`src/rtl/id_ex_operand_stage.sv`:
```
// -----------------------------------------------------------------------------
// id_ex_operand_stage
//
// ID/EX pipeline register that sits directly behind the register file's
// combinational read ports. It captures the decoded instruction together with
// its two source operands, and it handles the following cases:
//   - Same-cycle writeback bypass. The register file writes on the clock edge
//     and has no write-through, so a value being written this cycle must be
//     forwarded here.
//   - Load-use hazards. The stage inserts a one-cycle bubble and holds IF/ID.
//   - Back-end stall. The register holds, and the held operands are refreshed
//     from writeback.
//   - Branch/jump flush. Flush has the highest priority.
//
// Optional feature (macro OPSTAGE_PERF_CNT_EN):
//   Adds the perf_bubbles and perf_stalls event counters and their ports.
//
// Ports:
//   clk, rst                    clock; asynchronous active-high reset
//   id_valid .. id_ctrl         decoded instruction from ID
//   rf_rdata1, rf_rdata2        register file read data
//   wb_we, wb_rd, wb_wdata      writeback port (bypass/refresh source)
//   ex_stall                    back-end stall
//   flush                       kill the instruction entering EX
//   ex_*                        registered EX-stage fields
//   id_stall                    combinational; hold IF/ID
//   perf_bubbles, perf_stalls   registered event counters (optional)
// -----------------------------------------------------------------------------
module id_ex_operand_stage #(
   parameter int unsigned XLEN   = 32,
   parameter int unsigned CTRL_W = 16
) (
   input  logic              clk,
   input  logic              rst,
   // decoded instruction from ID
   input  logic              id_valid,
   input  logic [XLEN-1:0]   id_pc,
   input  logic [XLEN-1:0]   id_imm,
   input  logic [4:0]        id_rs1,
   input  logic [4:0]        id_rs2,
   input  logic [4:0]        id_rd,
   input  logic              id_use_rs1,
   input  logic              id_use_rs2,
   input  logic              id_mem_read,
   input  logic [CTRL_W-1:0] id_ctrl,
   // register file read data
   input  logic [XLEN-1:0]   rf_rdata1,
   input  logic [XLEN-1:0]   rf_rdata2,
   // writeback
   input  logic              wb_we,
   input  logic [4:0]        wb_rd,
   input  logic [XLEN-1:0]   wb_wdata,
   // pipeline control
   input  logic              ex_stall,
   input  logic              flush,
   // EX-stage outputs
   output logic              ex_valid,
   output logic              ex_mem_read,
   output logic [XLEN-1:0]   ex_pc,
   output logic [XLEN-1:0]   ex_imm,
   output logic [XLEN-1:0]   ex_op1,
   output logic [XLEN-1:0]   ex_op2,
   output logic [4:0]        ex_rs1,
   output logic [4:0]        ex_rs2,
   output logic [4:0]        ex_rd,
   output logic [CTRL_W-1:0] ex_ctrl,
`ifdef OPSTAGE_PERF_CNT_EN
   output logic [31:0]       perf_bubbles,
   output logic [31:0]       perf_stalls,
`endif
   output logic              id_stall
);

   localparam int unsigned RA_W = 5;

   // EX-stage state
   logic              ex_valid_q,    ex_valid_d;
   logic              ex_mem_read_q, ex_mem_read_d;
   logic [XLEN-1:0]   ex_pc_q,       ex_pc_d;
   logic [XLEN-1:0]   ex_imm_q,      ex_imm_d;
   logic [XLEN-1:0]   ex_op1_q,      ex_op1_d;
   logic [XLEN-1:0]   ex_op2_q,      ex_op2_d;
   logic [RA_W-1:0]   ex_rs1_q,      ex_rs1_d;
   logic [RA_W-1:0]   ex_rs2_q,      ex_rs2_d;
   logic [RA_W-1:0]   ex_rd_q,       ex_rd_d;
   logic [CTRL_W-1:0] ex_ctrl_q,     ex_ctrl_d;

   logic [XLEN-1:0]   op1_c;
   logic [XLEN-1:0]   op2_c;
   logic              hazard_c;
   logic              wb_live_c;

   // A writeback to x0 never bypasses and never refreshes
   assign wb_live_c = wb_we && (wb_rd != RA_W'(0));

   // Operand select: x0 reads as zero, then the same-cycle writeback, then the RF
   always_comb begin
      op1_c = rf_rdata1;
      op2_c = rf_rdata2;
      if (id_rs1 == RA_W'(0)) begin
         op1_c = '0;
      end else if (wb_live_c && (wb_rd == id_rs1)) begin
         op1_c = wb_wdata;
      end
      if (id_rs2 == RA_W'(0)) begin
         op2_c = '0;
      end else if (wb_live_c && (wb_rd == id_rs2)) begin
         op2_c = wb_wdata;
      end
   end

   // Load-use: a load in EX whose destination is a source the ID instruction reads
   always_comb begin
      hazard_c = id_valid && ex_valid_q && ex_mem_read_q && (ex_rd_q != RA_W'(0)) &&
                 ((id_use_rs1 && (id_rs1 == ex_rd_q)) ||
                  (id_use_rs2 && (id_rs2 == ex_rd_q)));
   end

   // Flush kills the ID instruction anyway, so ID must not be held on top of that
   assign id_stall = !flush && (ex_stall || hazard_c);

   // Next-state: flush > stall (hold + refresh) > bubble > load
   always_comb begin
      ex_valid_d    = ex_valid_q;
      ex_mem_read_d = ex_mem_read_q;
      ex_pc_d       = ex_pc_q;
      ex_imm_d      = ex_imm_q;
      ex_op1_d      = ex_op1_q;
      ex_op2_d      = ex_op2_q;
      ex_rs1_d      = ex_rs1_q;
      ex_rs2_d      = ex_rs2_q;
      ex_rd_d       = ex_rd_q;
      ex_ctrl_d     = ex_ctrl_q;

      if (flush) begin
         ex_valid_d    = 1'b0;
         ex_mem_read_d = 1'b0;
         ex_ctrl_d     = '0;
      end else if (ex_stall) begin
         // The held instruction must still see results that retire while it waits
         if (wb_live_c && (wb_rd == ex_rs1_q)) begin
            ex_op1_d = wb_wdata;
         end
         if (wb_live_c && (wb_rd == ex_rs2_q)) begin
            ex_op2_d = wb_wdata;
         end
      end else if (hazard_c) begin
         ex_valid_d    = 1'b0;
         ex_mem_read_d = 1'b0;
         ex_ctrl_d     = '0;
      end else begin
         ex_valid_d    = id_valid;
         ex_mem_read_d = id_valid && id_mem_read;
         ex_ctrl_d     = id_valid ? id_ctrl : '0;
         ex_pc_d       = id_pc;
         ex_imm_d      = id_imm;
         ex_op1_d      = op1_c;
         ex_op2_d      = op2_c;
         ex_rs1_d      = id_rs1;
         ex_rs2_d      = id_rs2;
         ex_rd_d       = id_rd;
      end
   end

   // EX-stage register
   always_ff @(posedge clk or posedge rst) begin
      if (rst) begin
         ex_valid_q    <= 1'b0;
         ex_mem_read_q <= 1'b0;
         ex_pc_q       <= '0;
         ex_imm_q      <= '0;
         ex_op1_q      <= '0;
         ex_op2_q      <= '0;
         ex_rs1_q      <= '0;
         ex_rs2_q      <= '0;
         ex_rd_q       <= '0;
         ex_ctrl_q     <= '0;
      end else begin
         ex_valid_q    <= ex_valid_d;
         ex_mem_read_q <= ex_mem_read_d;
         ex_pc_q       <= ex_pc_d;
         ex_imm_q      <= ex_imm_d;
         ex_op1_q      <= ex_op1_d;
         ex_op2_q      <= ex_op2_d;
         ex_rs1_q      <= ex_rs1_d;
         ex_rs2_q      <= ex_rs2_d;
         ex_rd_q       <= ex_rd_d;
         ex_ctrl_q     <= ex_ctrl_d;
      end
   end

   assign ex_valid    = ex_valid_q;
   assign ex_mem_read = ex_mem_read_q;
   assign ex_pc       = ex_pc_q;
   assign ex_imm      = ex_imm_q;
   assign ex_op1      = ex_op1_q;
   assign ex_op2      = ex_op2_q;
   assign ex_rs1      = ex_rs1_q;
   assign ex_rs2      = ex_rs2_q;
   assign ex_rd       = ex_rd_q;
   assign ex_ctrl     = ex_ctrl_q;

`ifdef OPSTAGE_PERF_CNT_EN
   logic [31:0] perf_bubbles_q, perf_bubbles_d;
   logic [31:0] perf_stalls_q,  perf_stalls_d;

   // Count the edges that actually bubble or hold; a flush overrides both. Counters wrap.
   always_comb begin
      perf_bubbles_d = perf_bubbles_q;
      perf_stalls_d  = perf_stalls_q;
      if (!flush && ex_stall) begin
         perf_stalls_d = perf_stalls_q + 32'd1;
      end
      if (!flush && !ex_stall && hazard_c) begin
         perf_bubbles_d = perf_bubbles_q + 32'd1;
      end
   end

   always_ff @(posedge clk or posedge rst) begin
      if (rst) begin
         perf_bubbles_q <= '0;
         perf_stalls_q  <= '0;
      end else begin
         perf_bubbles_q <= perf_bubbles_d;
         perf_stalls_q  <= perf_stalls_d;
      end
   end

   assign perf_bubbles = perf_bubbles_q;
   assign perf_stalls  = perf_stalls_q;
`endif

endmodule
```
`config.mk`:
```
export PLATFORM = sky130hd
export DESIGN_NAME = id_ex_operand_stage
export DESIGN_NICKNAME = d
export VERILOG_FILES = /design/src/rtl/id_ex_operand_stage.sv
export SDC_FILE = /design/constraint.sdc
export NUM_CORES = 1
export LEC_CHECK = 0
export ABC_AREA = 0
export CORE_AREA = 2 2 141 143
export CTS_CLUSTER_SIZE = 28
export DETAILED_ROUTE_END_ITERATION = 8
export DIE_AREA = 0 0 143 145
export PLACE_DENSITY = 0.84
export SYNTH_ARGS = -nofsm -noshare
export SYNTH_HDL_FRONTEND = slang
export SYNTH_SLANG_ARGS = --single-unit
```
`constraint.sdc`:
```
create_clock -name clk -period 6.7 [get_ports clk]
set_clock_uncertainty 0.05 [all_clocks]
set_input_delay 1.34 -clock clk [delete_from_list [all_inputs] [get_ports clk]]
set_output_delay 1.34 -clock clk [all_outputs]
set_load 0.005 [all_outputs]
```
==> metrics.cfg, run 1 <==
[clock_tree]
root_buffer = clkbuf_16
cts_buffer_depth = 2
cts_setup_buffers = 0
clock_latency_ns = 0.42
cts_max_level = 4
cts_tree = yes
clkTransAtPathRegs_ns = 0.07
cts_resized = 0
cts_buffers = 17
cts.sinks = 161
holdBufCountCts = 0

[placed_design]
gp_congestion = 0.866
post-dp-hpwl_mm = 16.9
pre_cts_ws_ns = 1.83
dp_cells = 1091
port-buffer-count = 366

[min_path]
min_path_cells = 1
min_to = ex_ctrl[4]
hold_path_startpoint = ex_ctrl[4]
timing.hold.worst.class = reg2reg

[grt]
gr-total-overflow = 0
antenna_found_initial = 2
grt_pass1_wl_mm = 34.2
grt_max_degree = 87
grt_pass1_vias = 6047
track_usage = 0.218

[finish]
instances_no_fill = 1124
layout-drive-gt1-share = 0.219
nets = 1050
n_fill_cell = 1542
area_delta_synth_final_pct = 62.4

[power]
powerDensity_mw_per_mm2 = 254
peakVddDrop_v = 0.000162
leakagePower_uw = 0.00472

[routing]
ant_nets = 0
wl_met3_mm = 2.46
vias_per_cell = 5.06
first_pass_iters = 4
wl_met2_mm = 11.2
drc = 0
initialDrtViolationCount = 192
wirelength_mm = 22.9
via_count = 5692
met1Wirelength_mm = 8.68
wl_per_cell_um = 20.4
dr.max_layer_used = met4

[worst_setup_path]
r2r_cells = 6
worstPathMaxFanout = 19
crit_chain = clkdlybuf4s50_1 > nand3_1 > a21oi_1 > a21oi_1 > nor2_1 > clkdlybuf4s50_1
slowest_stage = clkdlybuf4s50_1
timing.rr.start = ex_rd[4]
cp_data_arrival_time_ns = 3.53
required_ns = 5.31
r2r-end = ex_pc[13]
crit_path_start_kind = input pin
ff2ff_setup_slack_ns = 3.77
endpoint_kind = output pin
crit_type = in2out
max_stage_delay_ns = 0.95

[job]
maxCapViolCount = 0

[sta]
hold_viol = 0
worstMarginPinSlew_ns = 1.12
final_max_slew_viol_count = 0
fin_tns_setup_ns = 0
fin_ws_ns = 1.78
maxSlewHeadroom = 0.253
finalSetupViolations = 0
fin_crit_ns = 4.92
period_share = 0.734
rsz0062_at_grt = no
max_clock_freq_ghz = 0.203

[yosys]
ys.flop_type = dfrtp_1
syn_nets = 697
synth_edf_count = 0
yosys_warnings = 0
synth_xor_area_frac = 0.0370
synth-simple-area-share = 0.0176
synthCells = 492
ys_seq_area_frac = 0.567
yosys.area_share.adder = 0
synth_compound_area_frac = 0.123
yosysUniqueCellTypes = 27
synthArstFlopShare = 1.00
netlist_area_mm2 = 0.00711
avgSynthCellArea_um2 = 14.4
synthMuxAreaShare = 0.227
ys_ff_latch = 161
synth_top_family_by_area = multiplexers

[die]
die_y_um = 145
die_area_mm2 = 0.0207
die_w_um = 143
ios = 367
initial_core_util = 0.370
num_rows = 51
core_mm2 = 0.0192

[outcome]
status = finished, final reports clean

-- synth_stat cells (all sizes together), types with 3 or more instances --
cell | count | area, µm²
a21boi | 3 | 30.0
a21oi | 4 | 20.0
a22o | 65 | 569
a32o | 17 | 170
buf | 20 | 141
clkbuf | 17 | 63.8
dfrtp | 161 | 4030
mux2 | 143 | 1610
nand3 | 3 | 15.0
nand4 | 4 | 25.0
nor2 | 5 | 18.8
nor3 | 7 | 35.0
xnor2 | 18 | 158
xor2 | 12 | 105
-- area by class of cell --
| type | instances | area, µm² | area share |
|---|---|---|---|
| antenna | 2 | 5.00 | 0.000434 |
| sequential | 161 | 4030 | 0.349 |
| clock buffer | 17 | 425 | 0.0369 |
| tap | 265 | 332 | 0.0287 |
| inverter | 1 | 8.76 | 0.000759 |
| clock inverter | 14 | 143 | 0.0124 |
| timing repair buffer | 371 | 3700 | 0.321 |
| multi-input combinational | 293 | 2900 | 0.251 |
-- sequential cells by signal, indices dropped and copies added, names as in the netlist --
name	flops
ex_mem_read	1
ex_op2	32
ex_op1	32
ex_imm	32
ex_ctrl	16
ex_pc	32
ex_rd	5
ex_valid	1
ex_rs1	5
ex_rs2	5
-- per-layer routing --
metal,GRT usage,up-vias
met4,0.0886,0
met3,0.0960,36
li1,-,2562
met2,0.356,288
met5,0,-
met1,0.247,2806
-- critical path: cells and delay by family --
family / cells / cell delay [ns]
buffers and inverters: 2 / 1.47
AOI/OAI and AO/OA: 2 / 0.45
and+or+nand+nor: 2 / 0.26
-- stage by stage --
stage / power, µW / util / area (µm²) / hold slack (ns)
after CTS: 2970 / 0.601 / 11500 / 0.447
after floorplan: 1490 / - / 7110 / 0.439
final: 2930 / 0.601 / 11500 / 0.444
after global routing: 3070 / 0.601 / 11500 / 0.460
after global placement: 1980 / 0.571 / 11000 / 0.424
after detailed placement: 1990 / 0.571 / 11000 / 0.430
-- how the worst max path moves through the flow --
stage	end	slack (ns)	cells past startpoint	from
after floorplan	ex_ctrl[0]	0.96	1	rst
after global placement	id_stall	1.90	6	id_valid
after detailed placement	id_stall	1.83	6	id_valid
after CTS	id_stall	1.83	6	id_valid
after global routing	id_stall	1.67	6	id_valid
final	id_stall	1.78	6	id_valid
-- cells by family after synthesis --
family                    after synthesis
xor gates and xnor gates               30
AOI/OAI and AO/OA                      96
muxes                                 143
and+or+nand+nor                        24
buffers and inverters                  38
DFF                                   161
-- cell usage in the layout (no fill, tap or decap), drive strengths merged, types with 3 or more instances in the layout --
master / n
clkdlybuf4s50: 366
dfrtp: 161
mux2: 143
a22o: 65
xnor2: 18
a32o: 17
clkbuf: 17
xor2: 12
inv: 10
nor3: 7
nor2: 5
buf: 5
nand4: 4
a21oi: 4
a21boi: 3
nand3: 3
clkinv: 3
-- where the power goes --
| part | switching (µW) | internal, µW | total (µW) |
|---|---|---|---|
| clock | 435 | 524 | 959 |
| sequential | 85.5 | 1120 | 1200 |
| combinational | 252 | 515 | 767 |
| total | 773 | 2150 | 2930 |
No activity file was read; power rests on OpenSTA's default activity.
==> inputs of run 2 (changes only) <==
==> constraint.sdc (replaced) <==
create_clock -name clk -period 4.9 [get_ports clk]
set_clock_uncertainty 0.05 [all_clocks]
set_input_delay 0.98 -clock clk [delete_from_list [all_inputs] [get_ports clk]]
set_output_delay 0.98 -clock clk [all_outputs]
set_load 0.005 [all_outputs]
==> run 2 against run 1 <==
  * Global-route usage decreased by 0.83 points
  * Clock power increased by 43%
  * Combinational power increased by 37%
  * Final cell count increased by 0.27%
  * Core utilization increased by 0.42 points
  * Largest power group unchanged
  * Highest routed layer unchanged
==> metrics.cfg, run 2 (synthesis results as in run 1) <==
[sta]
fin_tns_setup_ns = 0  ; unchanged
maxSlewHeadroom = 0.348  ; +0.0953
finalSetupViolations = 0  ; unchanged
whs_ns = 0.441  ; -0.00331 ns
period_share = 0.814
max_clock_freq_ghz = 0.251
worstMarginPinSlew_ns = 0.978  ; -0.140 ns
final_max_slew_viol_count = 0  ; unchanged
fin_crit_ns = 3.99
hold_viol = 0  ; unchanged
rsz0062_at_grt = no

[finish]
area_delta_synth_final_pct = 63.5
seq_area_mm2 = 0.00403  ; unchanged
layout-drive-gt1-share = 0.222  ; +0.00247
final_util = 0.605  ; +0.00417
final_cell_mix = 366 x clkdlybuf4s50_1, 161 x dfrtp_1, 143 x mux2_2
mostFrequentLayoutCell = clkdlybuf4s50_1
multi_input_area_mm2 = 0.00289  ; -0.26%
nets = 1053  ; +0.29%
n_fill_cell = 1514  ; -1.8%

[worst_setup_path]
required_ns = 3.87  ; -1.44 ns
r2r_cells = 5  ; -1
crit_path_start_kind = input pin
endpoint_kind = output pin
crit_type = in2out
worstPathMaxFanout = 4  ; -15
cp_data_arrival_time_ns = 2.96  ; -0.57 ns

[die]
die_area_mm2 = 0.0207  ; unchanged
core_mm2 = 0.0192  ; unchanged
initial_core_util = 0.370  ; unchanged
die_y_um = 145  ; unchanged
num_rows = 51  ; unchanged
ios = 367  ; unchanged
die_w_um = 143  ; unchanged

[min_path]
min_path_cells = 1  ; unchanged
timing.hold.worst.class = reg2reg

[routing]
ant_nets = 0  ; unchanged
first_pass_iters = 4  ; unchanged
vias_per_cell = 5.07  ; +0.21%
wirelength_mm = 22.2  ; -3.0%
initialDrtViolationCount = 221  ; +15%
wl_per_cell_um = 19.7  ; -3.2%
drc = 0  ; unchanged
via_count = 5719  ; +0.47%

[job]
maxCapViolCount = 0  ; unchanged

[grt]
use_met1 = 0.246  ; -0.000756
grt_max_degree = 162  ; +86%
grt_pass1_vias = 6086  ; +0.64%
grt_pass1_wl_mm = 33.5  ; -1.8%
grtUsageMet3 = 0.0884  ; -0.00759
use_met2 = 0.346  ; -0.0105
gr-total-overflow = 0  ; unchanged
grt.busiest_layer = met2
track_usage = 0.209  ; -0.00831
antenna_found_initial = 1  ; -1

[clock_tree]
root_buffer = clkbuf_16
cts_setup_buffers = 0  ; unchanged
cts.sinks = 161  ; unchanged
holdBufCountCts = 0  ; unchanged
cts_resized = 0  ; unchanged
clock_latency_ns = 0.42  ; about the same
cts_max_level = 4  ; unchanged
cts_tree = yes
cts_buffer_depth = 2  ; unchanged
cts_buffers = 17  ; unchanged
clkTransAtPathRegs_ns = 0.07  ; about the same

[placed_design]
gp_congestion = 0.841  ; -2.9%
port-buffer-count = 366  ; unchanged
post-dp-hpwl_mm = 16.1  ; -5.1%

[outcome]
status = finished, final reports clean

[power]
peakVddDrop_v = 0.000218  ; +35%
powerDensity_mw_per_mm2 = 350  ; +38%
power_uw = 4060  ; +39%
leakagePower_uw = 0.00475  ; +0.64%

## run 2: routing by layer
layer	share of wire	vias to the layer above
li1	-	2562
met1	0.39	2838
met2	0.48	294
met3	0.11	25
met4	0.015	0
met5	0	-
## run 2: critical path, stage by stage
cell,delay (ns)
clkdlybuf4s50_1,0.57
xnor2_1,0.15
nand4_1,0.15
o22ai_1,0.36
a21oi_1,0.12
nor2_1,0.10
clkdlybuf4s50_1,0.52
## run 2: area by class of cell
type,instances,area share
well taps,265,0.0285
clock inverters,14,0.0146
repair buffers,374,0.324
clock buffers,18,0.0369
multi-input cells,293,0.249
flip-flops and latches,161,0.347
inverters,1,0.000646
diodes,1,0.000215
## run 2: path summary, 6_finish.rpt
| path | endpoint | from | slack [ns] |
|---|---|---|---|
| min in group asynchronous | ex_imm[28] | rst | 1.07 |
| worst min-delay path | ex_ctrl[5] | ex_ctrl[5] | 0.44 |
| max in group asynchronous | ex_op1[10] | rst | 2.91 |
| worst max register to register | ex_op2[2] | ex_rd[4] | 2.16 |
| worst min register to register | ex_ctrl[5] | ex_ctrl[5] | 0.44 |
| worst max-delay path | id_stall | id_rs1[4] | 0.91 |
## run 2: report_power, final
| part | internal [µW] | switching (µW) | leakage [µW] |
|---|---|---|---|
| combinational | 707 | 342 | 0.00251 |
| clock | 772 | 597 | 0.000293 |
| sequential | 1530 | 120 | 0.00194 |
## run 2: per-stage QoR
step | setup WS, ns | area (µm²) | cells
global route | 0.823 | 11600 | 1126
CTS | 0.929 | 11600 | 1126
finish | 0.912 | 11600 | 1127
global placement | 0.950 | 11000 | 1094
floorplan | 1.83 | 7110 | 492
detailed placement | 0.924 | 11000 | 1094
==> inputs of run 3 (changes only) <==
--- a/config.mk
+++ b/config.mk
@@ -6,10 +6,10 @@
 export NUM_CORES = 1
 export LEC_CHECK = 0
 export ABC_AREA = 0
-export CORE_AREA = 2 2 141 143
+export CORE_AREA = 2 2 144 146
 export CTS_CLUSTER_SIZE = 28
 export DETAILED_ROUTE_END_ITERATION = 8
-export DIE_AREA = 0 0 143 145
+export DIE_AREA = 0 0 146 148
 export PLACE_DENSITY = 0.84
 export SYNTH_ARGS = -nofsm -noshare
 export SYNTH_HDL_FRONTEND = slang
==> constraint.sdc (replaced) <==
create_clock -name clk -period 3.5 [get_ports clk]
set_clock_uncertainty 0.05 [all_clocks]
set_input_delay 0.7 -clock clk [delete_from_list [all_inputs] [get_ports clk]]
set_output_delay 0.7 -clock clk [all_outputs]
set_load 0.005 [all_outputs]
==> run 3 against run 2 <==
  * Flip-flop and latch count did not move
  * Worst hold slack barely moved
  * Clock power rose by 36%
  * Core utilization fell by 2.0 points
  * Clock-buffer cell count fell by 1
  * Routed wire length rose by 1.3%
  * Largest cell class unchanged
  * Register-to-register slack got worse by 0.91 ns
  * Power rose by 39%
  * Sequential power rose by 40%
  * Non-clock buffer count rose by 11
  * Setup slack got worse by 0.82 ns
  * Via count rose by 0.10%
==> metrics.cfg, run 3 (synthesis results as in run 1) <==
[outcome]
status = finished, final reports clean

[routing]
wl_met3_mm = 1.89  ; -24%
met1Wirelength_mm = 9.29  ; +7.7%
vias_per_cell = 5.01  ; -1.2%
dr.max_layer_used = met4
wl_per_cell_um = 19.7  ; about the same
initialDrtViolationCount = 245  ; +11%
first_pass_iters = 4  ; unchanged
drc = 0  ; unchanged
wl_met2_mm = 11.0  ; +2.2%
wirelength_mm = 22.5  ; +1.3%
ant_nets = 0  ; unchanged
via_count = 5725  ; +0.10%

[placed_design]
dp_cells = 1110  ; +1.5%
port-buffer-count = 366  ; unchanged
gp_congestion = 0.842  ; +0.12%
post-dp-hpwl_mm = 16.6  ; +3.3%

[job]
maxCapViolCount = 0  ; unchanged

[power]
leakagePower_uw = 0.00480  ; +1.2%
powerDensity_mw_per_mm2 = 483  ; +38%
p_seq_frac = 0.408  ; +0.003
p_int_uw = 4160  ; +38%
clockPowerShare = 0.330  ; -0.007
power.switching_uw = 1500  ; +42%
switching_share = 0.265  ; +0.00466
power_frac_comb = 0.262  ; +0.004
peakVddDrop_v = 0.000306  ; +40%

[die]
die_y_um = 148  ; +2.1%
initial_core_util = 0.355  ; -0.0154
num_rows = 52  ; +2.0%
ios = 367  ; unchanged
core_mm2 = 0.0200  ; +4.3%
die_w_um = 146  ; +2.1%
die_area_mm2 = 0.0216  ; +4.2%

[clock_tree]
cts_buffers = 17  ; unchanged
clock_latency_ns = 0.41  ; about the same
cts_buffer_depth = 2  ; unchanged
holdBufCountCts = 0  ; unchanged
cts_resized = 0  ; unchanged
cts_max_level = 4  ; unchanged
clkTransAtPathRegs_ns = 0.07  ; about the same
cts.sinks = 161  ; unchanged
root_buffer = clkbuf_16
cts_setup_buffers = 0  ; unchanged
cts_tree = yes

[finish]
mostFrequentLayoutCell = clkdlybuf4s50_1
final_cell_mix = 366 x clkdlybuf4s50_1, 161 x dfrtp_1, 143 x mux2_2
nets = 1064  ; +1.0%
instances_no_fill = 1142  ; +1.3%
layout-drive-gt1-share = 0.233  ; +0.0110
num_antenna_cells = 0  ; -1
area_delta_synth_final_pct = 64.9

[sta]
worstMarginPinSlew_ns = 0.490  ; -0.488 ns
maxSlewHeadroom = 0.673  ; +0.325
period_share = 0.973
max_clock_freq_ghz = 0.294
finalSetupViolations = 0  ; unchanged
final_max_slew_viol_count = 0  ; unchanged
hold_viol = 0  ; unchanged
fin_tns_setup_ns = 0  ; unchanged
rsz0062_at_grt = no
fin_crit_ns = 3.41

[grt]
grt_max_degree = 91  ; -44%
grt_pass1_vias = 6260  ; +2.9%
track_usage = 0.205  ; -0.00399
antenna_found_initial = 0  ; -1
gr-total-overflow = 0  ; unchanged
grt_pass1_wl_mm = 34.7  ; +3.3%

[worst_setup_path]
crit_type = in2out
endpoint_kind = output pin
worstPathMaxFanout = 4  ; unchanged
required_ns = 2.75  ; -1.12 ns
cp_data_arrival_time_ns = 2.66  ; -0.30 ns
crit_path_start_kind = input pin

[min_path]
timing.hold.worst.class = reg2reg

==> run 3: cell types whose count changed in the layout (fill, tap and decap cells not counted) <==
cell / before / now
inv_6: 3 / 6
bufinv_16: 2 / 1
buf_4: 5 / 14
clkinvlp_4: 2 / 3
clkbuf_1: 1 / 0
buf_12: 3 / 5
clkinv_8: 0 / 1
diode_2: 1 / 0
clkinv_4: 3 / 0
==> run 3: path summary, 6_finish.rpt <==
kind                              from           to  slack, ns  cells past startpoint
max in group asynchronous          rst    ex_rs2[4]       2.26                      3
setup reg to reg              ex_rd[1]   ex_op2[16]       1.25                      7
hold reg to reg            ex_ctrl[10]  ex_ctrl[10]       0.44                      1
min in group asynchronous          rst    ex_op2[3]       0.73                      3
hold / removal             ex_ctrl[10]  ex_ctrl[10]       0.44                      1
setup / recovery             id_rs1[2]     id_stall       0.09                      7
==> run 3: power groups by stage <==
stage	combinational, µW	sequential (µW)	clock (µW)
2_1_floorplan	502	2340	0
3_3_place_gp	1470	2330	0
3_5_place_dp	1490	2340	0
4_1_cts	1500	2310	1920
5_1_grt	1580	2340	2000
6_report	1480	2310	1870
==> run 3: cell type report <==
| type | count | area (µm²) |
|---|---|---|
| fillers | 1673 | 8320 |
| flip-flops and latches | 161 | 4030 |
| repair buffers | 385 | 3870 |
| multi-input cells | 293 | 2890 |
| clock buffers | 17 | 425 |
| well taps | 270 | 338 |
| clock inverters | 15 | 164 |
| inverters | 1 | 7.51 |
==> run 3: per-layer routing <==
metal / up-vias / global-route usage
li1: 2585 / -
met1: 2862 / 0.249
met2: 261 / 0.355
met3: 17 / 0.0704
met4: 0 / 0.0466
met5: - / 0
==> run 3: worst max-delay path, stage by stage <==
cell and delay [ns]:
clkdlybuf4s50_1 0.56, xnor2_1 0.14, nand4_1 0.14, o22ai_1 0.37, a21oi_1 0.13, nor2_1 0.10, clkdlybuf4s50_1 0.52
==> run 3: metrics by stage <==
step	hold slack (ns)	instance area, µm²	utilization	power (µW)	setup WS, ns
6_report	0.441	11700	0.585	5660	0.0930
4_1_cts	0.446	11700	0.585	5730	0.111
3_3_place_gp	0.423	11100	0.556	3800	0.140
5_1_grt	0.452	11700	0.585	5920	0.00535
3_5_place_dp	0.430	11100	0.556	3830	0.119
2_1_floorplan	0.439	7110	-	2840	0.707
